[src/rtl/game_pkg.sv]
// rtl/game_pkg.sv - shared game-level types and constants
// Contents: state encodings, colour constants, screen size, layer-select helper.
package game_pkg;

  typedef enum logic [1:0] {
    ST_IDLE  = 2'd0,
    ST_PLAY  = 2'd1,
    ST_CRASH = 2'd2,
    ST_OVER  = 2'd3
  } game_state_t;

  localparam logic [11:0] BLACK = 12'h000;
  localparam logic [11:0] WHITE = 12'hFFF;

  localparam int SCREEN_W = 640;
  localparam int SCREEN_H = 480;

  // Upper layer wins wherever it is not fully black.
  function automatic logic [11:0] first_nonzero(input logic [11:0] upper,
                                                input logic [11:0] lower);
    return (upper != BLACK) ? upper : lower;
  endfunction

endpackage

[src/rtl/game_state_ctrl_if.sv]
// rtl/game_state_ctrl_if.sv - video/game signal bundle for game_state_ctrl
// master: drives dtg position, button, collision flag and layer pixels;
//         receives pixel_out, game_state, freeze, score.
// slave : the controller side.
// HIGH_SCORE_EN adds high_score [SCORE_W] (slave output).
interface game_state_ctrl_if #(
  parameter int SCORE_W = 16
);
  logic [9:0]         pix_row;
  logic [9:0]         pix_col;
  logic               video_on;
  logic               start_btn;
  logic               collision_flag;
  logic [11:0]        game_over_in;
  logic [11:0]        background_in;
  logic [11:0]        moving_cars_in;
  logic [11:0]        player_car_in;
  logic [11:0]        pixel_out;
  logic [1:0]         game_state;
  logic               freeze;
  logic [SCORE_W-1:0] score;
`ifdef HIGH_SCORE_EN
  logic [SCORE_W-1:0] high_score;
`endif

  modport master (
`ifdef HIGH_SCORE_EN
    input  high_score,
`endif
    output pix_row, pix_col, video_on, start_btn, collision_flag,
    output game_over_in, background_in, moving_cars_in, player_car_in,
    input  pixel_out, game_state, freeze, score
  );

  modport slave (
`ifdef HIGH_SCORE_EN
    output high_score,
`endif
    input  pix_row, pix_col, video_on, start_btn, collision_flag,
    input  game_over_in, background_in, moving_cars_in, player_car_in,
    output pixel_out, game_state, freeze, score
  );

endinterface

[src/rtl/game_state_ctrl_btn_sync_edge.sv]
// rtl/game_state_ctrl_btn_sync_edge.sv - 2-flop synchroniser plus rising-edge pulse
// Ports: clk, reset (sync, active-high), i_btn (async raw button),
//        o_pulse (one-cycle pulse on synchronised rising edge).
module btn_sync_edge (
  input  logic clk,
  input  logic reset,
  input  logic i_btn,
  output logic o_pulse
);

  logic r_meta;
  logic r_sync;
  logic r_prev;

  always_ff @(posedge clk) begin
    if (reset) begin
      r_meta <= 1'b0;
      r_sync <= 1'b0;
      r_prev <= 1'b0;
    end else begin
      r_meta <= i_btn;
      r_sync <= r_meta;
      r_prev <= r_sync;
    end
  end

  assign o_pulse = r_sync & ~r_prev;

endmodule

[src/rtl/game_state_ctrl.sv]
// rtl/game_state_ctrl.sv - game FSM, score, freeze and final pixel mux
// Ports: clk, reset (sync, active-high), bus (game_state_ctrl_if.slave):
//   in : pix_row, pix_col, video_on, start_btn, collision_flag, layer pixels
//   out: pixel_out (1-cycle registered), game_state, freeze, score
// Macro HIGH_SCORE_EN: adds registered high_score, loaded on OVER entry.
module game_state_ctrl
  import game_pkg::*;
#(
  parameter int COLL_THRESH  = 4,
  parameter int CRASH_FRAMES = 60,
  parameter int SCORE_DIV    = 30,
  parameter int SCORE_W      = 16
) (
  input logic               clk,
  input logic               reset,
  game_state_ctrl_if.slave  bus
);

  localparam int FC_W = (SCORE_DIV > 2) ? $clog2(SCORE_DIV) : 1;
  localparam logic [FC_W-1:0] FC_LAST  = FC_W'(SCORE_DIV - 1);
  localparam logic [7:0]      CF_LAST  = 8'(CRASH_FRAMES - 1);
  localparam logic [7:0]      C_THRESH = 8'(COLL_THRESH);

  game_state_t        r_state;
  logic [9:0]         r_prev_row;
  logic [9:0]         r_prev_col;
  logic [7:0]         r_coll_cnt;
  logic [7:0]         r_crash_cnt;
  logic [FC_W-1:0]    r_frame_cnt;
  logic [SCORE_W-1:0] r_score;
  logic [11:0]        r_pixel;
  logic               r_freeze;
`ifdef HIGH_SCORE_EN
  logic [SCORE_W-1:0] r_high_score;
`endif

  logic        w_tick;
  logic        w_start;
  logic        w_coll_hit;
  logic [11:0] w_cars_pix;
  logic [11:0] w_play_pix;
  logic [11:0] w_crash_pix;

  btn_sync_edge u_start (
    .clk     (clk),
    .reset   (reset),
    .i_btn   (bus.start_btn),
    .o_pulse (w_start)
  );

  // Tick only on arrival at the origin, so a held (0,0) yields one pulse.
  assign w_tick = (bus.pix_row == 10'd0) && (bus.pix_col == 10'd0) &&
                  ((r_prev_row != 10'd0) || (r_prev_col != 10'd0));

  assign w_coll_hit  = (r_coll_cnt >= C_THRESH);
  assign w_cars_pix  = first_nonzero(bus.moving_cars_in, bus.background_in);
  assign w_play_pix  = first_nonzero(bus.player_car_in, w_cars_pix);
  // Player car blinks off for 8 of every 16 crash frames.
  assign w_crash_pix = r_crash_cnt[3] ? w_cars_pix : w_play_pix;

  always_ff @(posedge clk) begin
    if (reset) begin
      r_state     <= ST_IDLE;
      r_prev_row  <= '0;
      r_prev_col  <= '0;
      r_coll_cnt  <= '0;
      r_crash_cnt <= '0;
      r_frame_cnt <= '0;
      r_score     <= '0;
      r_pixel     <= BLACK;
      r_freeze    <= 1'b1;
`ifdef HIGH_SCORE_EN
      r_high_score <= '0;
`endif
    end else begin
      r_prev_row <= bus.pix_row;
      r_prev_col <= bus.pix_col;
      r_freeze   <= (r_state != ST_PLAY);

      if (!bus.video_on) begin
        r_pixel <= BLACK;
      end else begin
        case (r_state)
          ST_IDLE:  r_pixel <= bus.background_in;
          ST_PLAY:  r_pixel <= w_play_pix;
          ST_CRASH: r_pixel <= w_crash_pix;
          default:  r_pixel <= first_nonzero(bus.game_over_in, bus.background_in);
        endcase
      end

      case (r_state)
        ST_IDLE: begin
          if (w_start) begin
            r_state     <= ST_PLAY;
            r_score     <= '0;
            r_frame_cnt <= '0;
            r_coll_cnt  <= '0;
          end
        end

        ST_PLAY: begin
          if (w_tick) begin
            if (r_frame_cnt == FC_LAST) begin
              r_frame_cnt <= '0;
              if (r_score != {SCORE_W{1'b1}}) r_score <= r_score + 1'b1;
            end else begin
              r_frame_cnt <= r_frame_cnt + 1'b1;
            end
          end
          // Crash takes priority over a same-cycle tick; both clear the count.
          if (w_coll_hit) begin
            r_state     <= ST_CRASH;
            r_crash_cnt <= '0;
            r_coll_cnt  <= '0;
          end else if (w_tick) begin
            r_coll_cnt <= '0;
          end else if (bus.collision_flag && (r_coll_cnt != 8'hFF)) begin
            r_coll_cnt <= r_coll_cnt + 1'b1;
          end
        end

        ST_CRASH: begin
          if (w_tick) begin
            r_crash_cnt <= r_crash_cnt + 1'b1;
            if (r_crash_cnt == CF_LAST) begin
              r_state <= ST_OVER;
`ifdef HIGH_SCORE_EN
              if (r_score > r_high_score) r_high_score <= r_score;
`endif
            end
          end
        end

        default: begin
          if (w_start) r_state <= ST_IDLE;
        end
      endcase
    end
  end

  assign bus.pixel_out  = r_pixel;
  assign bus.game_state = r_state;
  assign bus.freeze     = r_freeze;
  assign bus.score      = r_score;
`ifdef HIGH_SCORE_EN
  assign bus.high_score = r_high_score;
`endif

endmodule

[src/flat_wrapper.sv]
// flat-port wrapper written by rule: the top's interface ports become plain ports
module game_state_ctrl_flat import game_pkg::*;
#(
  parameter int COLL_THRESH  = 4,
  parameter int CRASH_FRAMES = 60,
  parameter int SCORE_DIV    = 30,
  parameter int SCORE_W      = 16
)
  (clk, reset, bus_pix_row, bus_pix_col, bus_video_on, bus_start_btn, bus_collision_flag, bus_game_over_in, bus_background_in, bus_moving_cars_in, bus_player_car_in, bus_pixel_out, bus_game_state, bus_freeze, bus_score);
  game_state_ctrl_if #(.SCORE_W(SCORE_W)) bus_i ();
  input logic clk;
  input logic reset;
  input wire logic [$bits(bus_i.pix_row)-1:0] bus_pix_row;
  input wire logic [$bits(bus_i.pix_col)-1:0] bus_pix_col;
  input wire logic [$bits(bus_i.video_on)-1:0] bus_video_on;
  input wire logic [$bits(bus_i.start_btn)-1:0] bus_start_btn;
  input wire logic [$bits(bus_i.collision_flag)-1:0] bus_collision_flag;
  input wire logic [$bits(bus_i.game_over_in)-1:0] bus_game_over_in;
  input wire logic [$bits(bus_i.background_in)-1:0] bus_background_in;
  input wire logic [$bits(bus_i.moving_cars_in)-1:0] bus_moving_cars_in;
  input wire logic [$bits(bus_i.player_car_in)-1:0] bus_player_car_in;
  output wire logic [$bits(bus_i.pixel_out)-1:0] bus_pixel_out;
  output wire logic [$bits(bus_i.game_state)-1:0] bus_game_state;
  output wire logic [$bits(bus_i.freeze)-1:0] bus_freeze;
  output wire logic [$bits(bus_i.score)-1:0] bus_score;
  assign bus_i.pix_row = bus_pix_row;
  assign bus_i.pix_col = bus_pix_col;
  assign bus_i.video_on = bus_video_on;
  assign bus_i.start_btn = bus_start_btn;
  assign bus_i.collision_flag = bus_collision_flag;
  assign bus_i.game_over_in = bus_game_over_in;
  assign bus_i.background_in = bus_background_in;
  assign bus_i.moving_cars_in = bus_moving_cars_in;
  assign bus_i.player_car_in = bus_player_car_in;
  assign bus_pixel_out = bus_i.pixel_out;
  assign bus_game_state = bus_i.game_state;
  assign bus_freeze = bus_i.freeze;
  assign bus_score = bus_i.score;
  game_state_ctrl #(.COLL_THRESH(COLL_THRESH), .CRASH_FRAMES(CRASH_FRAMES), .SCORE_DIV(SCORE_DIV), .SCORE_W(SCORE_W)) u_core (.clk(clk), .reset(reset), .bus(bus_i));
endmodule
[config.mk]
export PLATFORM = sky130hd
export DESIGN_NAME = game_state_ctrl_flat
export DESIGN_NICKNAME = d
export VERILOG_FILES = /design/src/rtl/game_pkg.sv /design/src/rtl/game_state_ctrl_if.sv /design/src/rtl/game_state_ctrl_btn_sync_edge.sv /design/src/rtl/game_state_ctrl.sv /design/src/flat_wrapper.sv
export SDC_FILE = /design/constraint.sdc
export NUM_CORES = 1
export LEC_CHECK = 0
export ABC_AREA = 1
export BUFFER_PORTS_ARGS = -buffer_cell sky130_fd_sc_hd__buf_4
export CAP_MARGIN = 20
export CORE_UTILIZATION = 50
export DETAILED_ROUTE_END_ITERATION = 16
export GPL_TIMING_DRIVEN = 0
export PLACE_DENSITY = 0.75
export SLEW_MARGIN = 10
export SYNTH_ARGS = -nofsm -noshare
export SYNTH_HDL_FRONTEND = slang
export SYNTH_SLANG_ARGS = --single-unit
[constraint.sdc]
create_clock -name clk -period 4.93 [get_ports clk]
set_clock_uncertainty 0.05 [all_clocks]
set_input_delay 0.493 -clock clk [delete_from_list [all_inputs] [get_ports clk]]
set_output_delay 0.493 -clock clk [all_outputs]
set_load 0.05 [all_outputs]
==> results of run 1 <==
## worst max-delay path, cell delays in order, from the launching register on
cell and delay, ps:
dfxtp_1 430, inv_1 100, ha_1 270, inv_1 130, clkbuf_1 360, buf_1 390
nor2_1 90, nand3_1 90, a21oi_1 70
## layout make-up
class | instances | area [sq um] | share of cell area
Multi-Input combinational cell | 504 | 2430 | 0.443
Sequential cell | 75 | 1500 | 0.274
Timing Repair Buffer | 103 | 773 | 0.141
Inverter | 93 | 349 | 0.0636
Tap cell | 105 | 131 | 0.0240
Clock buffer | 9 | 124 | 0.0226
Buffer | 22 | 109 | 0.0198
Clock inverter | 7 | 68.8 | 0.0125
## power by group
part	switching (mW)	internal, mW	leakage, nW
sequential	0.0116	0.628	0.613
combinational	0.155	0.100	1.83
clock	0.268	0.194	0.0911
## stage by stage
step	setup slack (ps)	power [mW]	hold WS, ps
after global placement	2770	0.902	344
after CTS	2810	1.36	276
after global routing	2560	1.43	278
after detailed placement	2750	0.907	353
final	2790	1.36	280
after floorplan	2820	0.807	338
## kinds of logic (layout without fill, tap and decap cells)
| group | Yosys count | after routing | share of synthesized area |
|---|---|---|---|
| AO/OA/AOI/OAI | 63 | 63 | 0.0761 |
| AND/OR/NAND/NOR | 414 | 414 | 0.415 |
| XOR/XNOR | 17 | 17 | 0.0339 |
| flip-flops | 75 | 75 | 0.342 |
| buffers and inverters | 115 | 234 | 0.104 |
| adder cells (fa/ha/maj) | 10 | 10 | 0.0285 |
## flip-flops by register name, summed over array words and instances, names as in the netlist
register	cells
u_core.r_prev_row	10
u_core.u_start.r_sync	1
u_core.r_crash_cnt	8
u_core.bus.freeze	1
u_core.bus.game_state	2
u_core.u_start.r_meta	1
u_core.r_prev_col	10
u_core.bus.score	16
u_core.bus.pixel_out	12
u_core.r_coll_cnt	8
u_core.u_start.r_prev	1
u_core.r_frame_cnt	5
## path summary, 6_finish.rpt
path / startpoint / endpoint / slack [ps] / cells past startpoint
max: u_core.bus.game_state[1] / u_core.bus.score[13] / 2790 / 8
min: bus_start_btn / u_core.u_start.r_meta / 280 / 3
max reg2reg: u_core.bus.game_state[1] / u_core.bus.score[13] / 2790 / 8
min reg2reg: u_core.u_start.r_meta / u_core.u_start.r_sync / 360 / 2
## layer usage
metal | global-route usage | up-vias | share of wire
li1 | - | 2421 | -
met4 | 0.108 | 0 | 0.023
met1 | 0.302 | 2139 | 0.42
met2 | 0.462 | 166 | 0.49
met5 | 0 | - | 0
met3 | 0.0447 | 23 | 0.065
## cell usage in the layout (no fill, tap or decap), types with 4 or more instances in the layout
cell type / synthesis / final
nand2_1: 179 / 179
nor3b_1: 4 / 4
clkbuf_1: 15 / 15
nor2_1: 104 / 104
nand3_1: 73 / 73
nand4_1: 16 / 16
xnor2_1: 6 / 6
dfxtp_1: 75 / 75
a21oi_1: 51 / 51
buf_4: 1 / 104
clkbuf_8: 0 / 9
inv_1: 90 / 90
nor3_1: 10 / 10
or2_2: 10 / 10
a31oi_1: 4 / 4
ha_1: 10 / 10
nand2_2: 4 / 4
xor2_1: 11 / 11
==> results.md, run 1 <==
* Critical path class: register to register
* Mapped Area at between 0.004 and 0.005 sq mm
* Clock Tree Root: clkbuf_8
* Cts repair resizes at 0
* N_diodes at 0
* Starting Density at 0.526
* Core footprint at about 0.0083 sq mm
* Ys Warns at 0
* Clock-pin slew on the worst setup and hold paths at ~90 ps
* Count leader, synth: nand2_1
* RSZ-0062 raised after global routing: no
* Worst skew pair latency at 370 ps
* Rel. slew slack at 0.602
* Drt first pass iters at 6
* Startpoint class of the critical path: register
* Largest net degree at the start of global routing at 17
* Leading area contributor after synthesis: dfxtp_1
* Die W at 95.7 um
* Worst VDD drop at 208 uV
* Layout area overhead at 25.0%
* Hpwl dp at roughly 8600 um
* # fillers at between 700 and 800
* Post-placement cell count at 902
* Top cells by count, synth: 179 x nand2_1, 104 x nor2_1, 90 x inv_1
* Final ANT Viol Nets at 0
* Synth top area cells: dfxtp_1 34%, nand2_1 15%, nor2_1 8.9%, nand3_1 8.3%, inv_1 7.7%
* Clock sinks at 75
* Util after Layout at 0.658
* Routability Congestion at ~0.9
* Tightest Pin Transition at 597 ps
* Routed WL at 11500 um
* Mapped Nets at 777
* Synth Flop Type: dfxtp_1
* Non-filler cells, final at 918
* Max Root-Sink Buffers at 2
* Final Hold Viols at 0
* FP Rows at 33
* H-tree depth at 3
* CP Max Fanout at 10
* Final Slew Violations at 0
* Gr ovfl total at 0
* FFs w/ async S/R, synth at 0
* Status: completed
* Port Buf Inserts at 103
* Top-Level Pins at 104
* Post-CTS Repair Setup Buffers at 0
* First-pass GRT wire length at 18500 um
* CP Data Arrival Time at 2320 ps
* Post-synthesis cell count at 694
* Final Critical Period at 2140 ps
* Initial antenna violation count at 0
* Max-cap violations at 0
* Top cell type's share of synthesized area at 0.342
* Finished layout cell area at 0.00549 sq mm
* Avg WL per Cell at 12.5 um
* Static leakage at 2.54 nW
* Vias at 4749
* Total CTS buffers at 9
* FF+latch count, synth at between 70 and 80
* Die Area at 0.00915 sq mm
* Synth unique cells at 35
* CTS tree: yes
* Setup-failing EPs final at 0
* Post-CTS Hold Buffers at 0
* Final TNS setup at 0 ps
* Fin crit share at 0.434
* Die height at 95.7 um
* Worst min path class: primary input to register
* Max Fclk at roughly 0.47 GHz
* DRC viols at 0
* CP Capture Type: register
* Detailed Route Iter0 Violations at roughly 190
* Mean Syn Cell Area at 6.32 sq um
* Sequential share of the synthesized area at 0.342
* Final nets at between 800 and 900
* Layout cells sized above 1 at 0.185
* Vias in the first global route at ~4300
* Worst Path Required at 5110 ps
* Pwr/cell area at 247 mW/mm^2
* Post-synth EDFFs at 0
* Post-DP Area at between 0.005 and 0.006 sq mm
* Global-route usage over all layers at 0.258
* Via/cell ratio at 5.17
No activity file was read; power rests on OpenSTA's default activity.
==> run 2, diff against run 1 <==
--- a/config.mk
+++ b/config.mk
@@ -5,13 +5,13 @@
 export SDC_FILE = /design/constraint.sdc
 export NUM_CORES = 1
 export LEC_CHECK = 0
-export ABC_AREA = 1
+export ABC_AREA = 0
 export BUFFER_PORTS_ARGS = -buffer_cell sky130_fd_sc_hd__buf_4
 export CAP_MARGIN = 20
 export CORE_UTILIZATION = 50
 export DETAILED_ROUTE_END_ITERATION = 16
 export GPL_TIMING_DRIVEN = 0
-export PLACE_DENSITY = 0.75
+export PLACE_DENSITY = 0.77
 export SLEW_MARGIN = 10
 export SYNTH_ARGS = -nofsm -noshare
 export SYNTH_HDL_FRONTEND = slang
==> constraint.sdc (replaced) <==
create_clock -name clk -period 2 [get_ports clk]
set_clock_uncertainty 0.05 [all_clocks]
set_input_delay 0.2 -clock clk [delete_from_list [all_inputs] [get_ports clk]]
set_output_delay 0.2 -clock clk [all_outputs]
set_load 0.05 [all_outputs]
==> results.md, run 2 <==
* Status: finished with violations
* Violated checks: negative setup slack
* Die height at 87.6 um (-8.5%)
* Fin crit share at 1.05 (+0.617)
* Routed WL at 11000 um (-4.2%)
* Largest register FFs at 16 (unchanged)
* Sequential share of the synthesized area at 0.410 (+0.0678)
* Detailed Route Iter0 Violations at 282 (+46%)
* Port Buf Inserts at 103 (unchanged)
* Worst Path Required at 2180 ps (-2930 ps)
* Mean Syn Cell Area at 8.64 sq um (+37%)
* First-pass GRT wire length at 16200 um (-12%)
* Mapped Area at 0.00366 sq mm (-17%)
* Setup-failing EPs final at 14 (+14)
* Adder-cell area share of the yosys netlist at 0.0342 (+0.00565)
* Max Fclk at 0.476 GHz (+1.8%)
* Hold_ws at 14.9 ps (-266 ps)
* Finished layout cell area at 0.00542 sq mm (-1.2%)
* Clock-pin slew on the worst setup and hold paths at 80 ps (about the same)
* FF+latch count, synth at 75 (unchanged)
* Vias in the first global route at 3515 (-18%)
* Total CTS buffers at 9 (unchanged)
* Bufs and invs on worst path at 1 (-3)
* Post-synth EDFFs at 0 (unchanged)
* Layout area overhead at 48.0%
* Simple-gate share of the synthesized area at 0.309 (-0.106)
* CP Data Arrival Time at 2280 ps (-40 ps)
* Post-synthesis mux area share at 0.0113 (+0.0113)
* Post-DP Area at 0.00467 sq mm (-12%)
* FFs w/ async S/R, synth at 0 (unchanged)
* Synth top area cells: dfxtp_1 41%, nor2b_1 4.6%, and3_1 4.4%, ha_1 3.4%, nand2_1 3.4%
* Dpl ws at -463 ps (-3210 ps)
* H-tree depth at 3 (unchanged)
* Post-synthesis cell count at 424 (-39%)
* Synth Flop Type: dfxtp_1
* Mapped Nets at 507 (-35%)
* Largest family of logic cells by synthesized area: simple AND/OR/NAND/NOR gates
* Top cells by count, synth: 75 x dfxtp_1, 33 x nand2_1, 28 x nor2_1
* CP cell instances: inv_4 > ha_4 > or4b_4 > nor4_4 > nand2b_4 > a211oi_1 > xnor2_1 > nor2_1
* Avg WL per Cell at 16.5 um (+32%)
* Count leader, synth: dfxtp_1
* Core footprint at 0.00694 sq mm (-17%)
* Layout cells sized above 1 at 0.408 (+0.223)
* CTS tree: yes
* DRC viols at 0 (unchanged)
* Top-Level Pins at 104 (unchanged)
* Critical path class: register to register
* # fillers at 466 (-41%)
* Final TNS setup at -773 ps (-773 ps)
* Static leakage at 2.14 nW (-16%)
* Clock Tree Root: clkbuf_8
* Final worst slack at -101 ps (-2890 ps)
* Via/cell ratio at 5.94 (+15%)
* CP max-delay cell: or4b_4
* Max Root-Sink Buffers at 2 (unchanged)
* Worst VDD drop at 446 uV (+110%)
* Synth unique cells at 48 (+37%)
* N_diodes at 0 (unchanged)
* Synth Area in XOR/XNOR at 0.0263 (-0.00763)
* Pwr/cell area at 597 mW/mm^2 (+140%)
* Startpoint class of the critical path: register
* Vias at 3951 (-17%)
* Final Slew Violations at 0 (unchanged)
* Critical path's top delay family: simple AND/OR/NAND/NOR gates
* Worst skew pair latency at 350 ps (-20 ps)
* Initial antenna violation count at 0 (unchanged)
* Die Area at 0.00767 sq mm (-16%)
* Drt first pass iters at 5 (-1)
* Hpwl dp at 7400 um (-14%)
* Largest net degree at the start of global routing at 14 (-3)
* Tightest Pin Transition at 646 ps (+49.7 ps)
* CP Max Fanout at 7 (-3)
* Worst min path class: primary input to register
* FP Rows at 30 (-9.1%)
* Clock sinks at 75 (unchanged)
* CP Capture Type: register
* Max-cap violations at 0 (unchanged)
* Die W at 87.6 um (-8.5%)
* Routability Congestion at 0.890 (-2.2%)
* Compound-Gate Fraction of Synth Area at 0.176 (+0.0995)
* Top cell type's share of synthesized area at 0.410 (+0.0678)
* Most frequent cells in the layout: 124 x buf_4, 58 x dfxtp_1, 29 x nand2_1
* Final Hold Viols at 0 (unchanged)
* Starting Density at 0.527 (+0.00128)
* Rel. slew slack at 0.569 (-0.0331)
* Ys Warns at 0 (unchanged)
* Gr ovfl total at 0 (unchanged)
* Largest stage delay on the critical path at 480 ps (+50 ps)
* RSZ-0062 raised after global routing: yes
* Leading area contributor after synthesis: dfxtp_1
* Final Critical Period at 2100 ps (-36.9 ps)
* Final nets at 647 (-27%)
* Global-route usage over all layers at 0.269 (+0.0106)
* Final ANT Viol Nets at 0 (unchanged)
* Most common cell after layout, fill and taps aside: buf_4
run 2: changes by cell type after synthesis, moves of 14 or more:
cell,previous run,this run
inv_1,90,14
nor2_1,104,28
nand2_1,179,33
nand3_1,73,21
nor4_1,3,17
a21oi_1,51,22
nor2b_1,0,27
nand4_1,16,1
nand3b_1,2,16
and3_1,0,26
o21ai_0,3,22
run 2: kinds of logic (layout without fill, tap and decap cells):
kind of cell,after synthesis,count (layout)
AO/OA/AOI/OAI,95,95
XOR/XNOR,11,11
adder cells (fa/ha/maj),10,10
buffers and inverters,31,176
flip-flops,75,75
multiplexers,4,4
AND/OR/NAND/NOR,198,198
run 2: what timing repair did:
action / in CTS / in global routing
setup endpoints to repair: 47 / 48
resized for setup: 17 / 73
hold buffers: 0 / 0
setup buffers: 15 / 9
pin swaps: 9 / 35
gates cloned: 0 / 2
run 2: cell type report:
class | instances | area, sq um | area share
Buffer | 17 | 96.3 | 0.0178
Clock buffer | 10 | 128 | 0.0235
Clock inverter | 6 | 65.1 | 0.0120
Inverter | 14 | 55.1 | 0.0102
Multi-Input combinational cell | 318 | 2400 | 0.443
Sequential cell | 75 | 1540 | 0.283
Tap cell | 96 | 120 | 0.0222
Timing Repair Buffer | 129 | 1020 | 0.189
run 2: metal layers:
metal / part of all wire / global-route usage / vias to the layer above / wire (um)
met5: 0 / 0 / - / 0
met4: 0.022 / 0.112 / 0 / 244
met3: 0.073 / 0.0481 / 32 / 808
met2: 0.49 / 0.442 / 201 / 5440
met1: 0.41 / 0.349 / 1872 / 4510
li1: - / - / 1846 / -
run 2: power breakdown:
part           internal [mW]  switching, mW  leakage [nW]
clock network          0.579          0.583        0.0966
registers               1.53         0.0241         0.622
logic                  0.250          0.270          1.42
total                   2.36          0.877          2.14
run 2: stage by stage:
| stage | total power [mW] | cells | util |
|---|---|---|---|
| floorplan | 1.81 | 424 | - |
| global placement | 2.00 | 623 | 0.672 |
| detailed placement | 2.01 | 623 | 0.672 |
| CTS | 3.17 | 654 | 0.730 |
| global route | 3.35 | 665 | 0.781 |
| finish | 3.24 | 665 | 0.781 |
run 2: worst paths after layout:
path,endpoint,slack [ps],cells past startpoint,from
setup / recovery,u_core.r_crash_cnt[6],-100,8,u_core.bus.game_state[1]
hold reg to reg,u_core.u_start.r_sync,420,1,u_core.u_start.r_meta
hold / removal,u_core.u_start.r_meta,10,2,bus_start_btn
setup reg to reg,u_core.r_crash_cnt[6],-100,8,u_core.bus.game_state[1]
run 2: worst reg2reg max path, cell delays in order, from the launching register on:
cell      delay [ps]
dfxtp_4          350
inv_4             60
ha_4             160
or4b_4           480
nor4_4           280
nand2b_4         270
a211oi_1          80
xnor2_1          210
nor2_1            60
==> run 3, diff against run 2 <==
--- a/config.mk
+++ b/config.mk
@@ -8,10 +8,12 @@
 export ABC_AREA = 0
 export BUFFER_PORTS_ARGS = -buffer_cell sky130_fd_sc_hd__buf_4
 export CAP_MARGIN = 20
-export CORE_UTILIZATION = 50
+export CELL_PAD_IN_SITES_DETAIL_PLACEMENT = 0
+export CELL_PAD_IN_SITES_GLOBAL_PLACEMENT = 1
+export CORE_UTILIZATION = 38
 export DETAILED_ROUTE_END_ITERATION = 16
 export GPL_TIMING_DRIVEN = 0
-export PLACE_DENSITY = 0.77
+export PLACE_DENSITY_LB_ADDON = 0.1
 export SLEW_MARGIN = 10
 export SYNTH_ARGS = -nofsm -noshare
 export SYNTH_HDL_FRONTEND = slang
==> results.md, run 3 (same netlist as run 2, synthesis figures left out) <==
* Routed WL at 10300 um (-6.4%)
* Final nets at 636 (-1.7%)
* Initial antenna violation count at 0 (unchanged)
* Top-Level Pins at 104 (unchanged)
* Fin crit share at 1.01 (-0.0416)
* Util after Layout at 0.567 (-0.214)
* Die W at 100 um (+14%)
* First-pass GRT wire length at 16400 um (+1.4%)
* Final worst slack at -18.1 ps (+83.2 ps)
* Clock sinks at 75 (unchanged)
* Detailed Route Iter0 Violations at 132 (-53%)
* Avg WL per Cell at 15.0 um (-9.4%)
* Final TNS setup at -19.8 ps (+753 ps)
* Violated checks: negative setup slack
* Max Root-Sink Buffers at 2 (unchanged)
* Die Area at 0.0100 sq mm (+31%)
* Static leakage at 2.08 nW (-2.6%)
* Critical path's top delay family: simple AND/OR/NAND/NOR gates
* Max-cap violations at 0 (unchanged)
* Largest stage delay on the critical path at 470 ps (about the same)
* Final Hold Viols at 0 (unchanged)
* CP Data Arrival Time at 2240 ps (-40 ps)
* Tightest Pin Transition at 598 ps (-47.9 ps)
* Global-route usage over all layers at 0.206 (-0.0628)
* Worst VDD drop at 351 uV (-21%)
* H-tree depth at 3 (unchanged)
* Drt first pass iters at 5 (unchanged)
* Clock-pin slew on the worst setup and hold paths at 80 ps (about the same)
* Largest net degree at the start of global routing at 14 (unchanged)
* Most common cell after layout, fill and taps aside: buf_4
* Layout area overhead at 43.6%
* Rel. slew slack at 0.601 (+0.0320)
* Startpoint class of the critical path: register
* Worst skew pair latency at 360 ps (about the same)
* R2R cell count at 8 (unchanged)
* RSZ-0062 raised after global routing: yes
* FP Rows at 35 (+17%)
* CTS tree: yes
* Max Fclk at 0.496 GHz (+4.1%)
* CP max-delay cell: or4b_4
* Starting Density at 0.394 (-0.133)
* Worst min path class: primary input to register
* Clock Tree Root: clkbuf_8
* Worst Path Required at 2220 ps (+40 ps)
* Port Buf Inserts at 103 (unchanged)
* CP Max Fanout at 6 (-1)
* Critical path class: register to register
* DRC viols at 0 (unchanged)
* N_diodes at 0 (unchanged)
* Hpwl dp at 7400 um (about the same)
* Vias in the first global route at 3381 (-3.8%)
* Bufs and invs on worst path at 1 (unchanged)
* CP cell instances: ha_4 > and3_4 > nand3_4 > nor2_2 > a211o_1 > buf_6 > or4b_4 > o211ai_1
* Pwr/cell area at 654 mW/mm^2 (+9.6%)
* Final Critical Period at 2020 ps (-83.2 ps)
* Core footprint at 0.00928 sq mm (+34%)
* Final ANT Viol Nets at 0 (unchanged)
* Post-CTS Hold Buffers at 0 (unchanged)
* Vias at 3706 (-6.2%)
* Routability Congestion at 0.807 (-9.3%)
* Layout cells sized above 1 at 0.364 (-0.0439)
* Gr ovfl total at 0 (unchanged)
* Largest register FFs at 16 (unchanged)
* Most frequent cells in the layout: 117 x buf_4, 60 x dfxtp_1, 31 x nand2_1
* Total CTS buffers at 9 (unchanged)
* Die height at 100 um (+14%)
* Critical path depth at 8 (unchanged)
* Final Slew Violations at 0 (unchanged)
* Status: finished with violations
* CP Capture Type: register
* Via/cell ratio at 5.39 (-9.2%)
* Setup-failing EPs final at 2 (-12)
* Worst hold stages at 2 (unchanged)
-- run 3: final cells by class --
| class | instances | area [sq um] |
|---|---|---|
| Buffer | 16 | 83.8 |
| Clock buffer | 11 | 163 |
| Clock inverter | 5 | 82.6 |
| Fill cell | 868 | 4020 |
| Inverter | 14 | 55.1 |
| Multi-Input combinational cell | 318 | 2280 |
| Sequential cell | 75 | 1540 |
| Tap cell | 129 | 161 |
| Timing Repair Buffer | 119 | 901 |
-- run 3: metrics by stage --
step / power [mW] / std cells / setup WS, ps / area, sq um / hold WS, ps
after floorplan: 1.81 / 424 / -69.4 / 3780 / 278
after global placement: 2.01 / 656 / -422 / 4710 / 371
after detailed placement: 2.01 / 656 / -451 / 4710 / 369
after CTS: 3.45 / 682 / -41.7 / 5120 / 4.34
after global routing: 3.58 / 687 / -114 / 5260 / 9.51
final: 3.44 / 687 / -18.1 / 5260 / 17.9
-- run 3: final timing paths --
kind / start / to / slack [ps]
max: u_core.bus.score[1] / u_core.bus.score[2] / -20
min: bus_pix_row[2] / u_core.r_prev_row[2] / 20
max reg2reg: u_core.bus.score[1] / u_core.bus.score[2] / -20
min reg2reg: u_core.u_start.r_meta / u_core.u_start.r_sync / 390
-- run 3: metal layers --
| layer | part of all wire | track usage | vias to the layer above | wire (um) |
|---|---|---|---|---|
| li1 | - | - | 1835 | - |
| met4 | 0.015 | 0.0713 | 0 | 156 |
| met5 | 0 | 0 | - | 0 |
| met3 | 0.062 | 0.0432 | 19 | 643 |
| met2 | 0.46 | 0.327 | 127 | 4740 |
| met1 | 0.46 | 0.278 | 1725 | 4760 |
-- run 3: timing repair --
action                                 4_1_cts  5_1_grt
setup endpoints to repair                   47       38
pin swaps                                    8       11
gates resized for setup                     24       31
endpoints found under the hold margin        0        0
buffers inserted                            11        5
cloned                                       0        0
-- run 3: power by group --
part / internal [mW] / switching [mW]
clock network: 0.815 / 0.603
registers: 1.53 / 0.0184
logic: 0.227 / 0.249
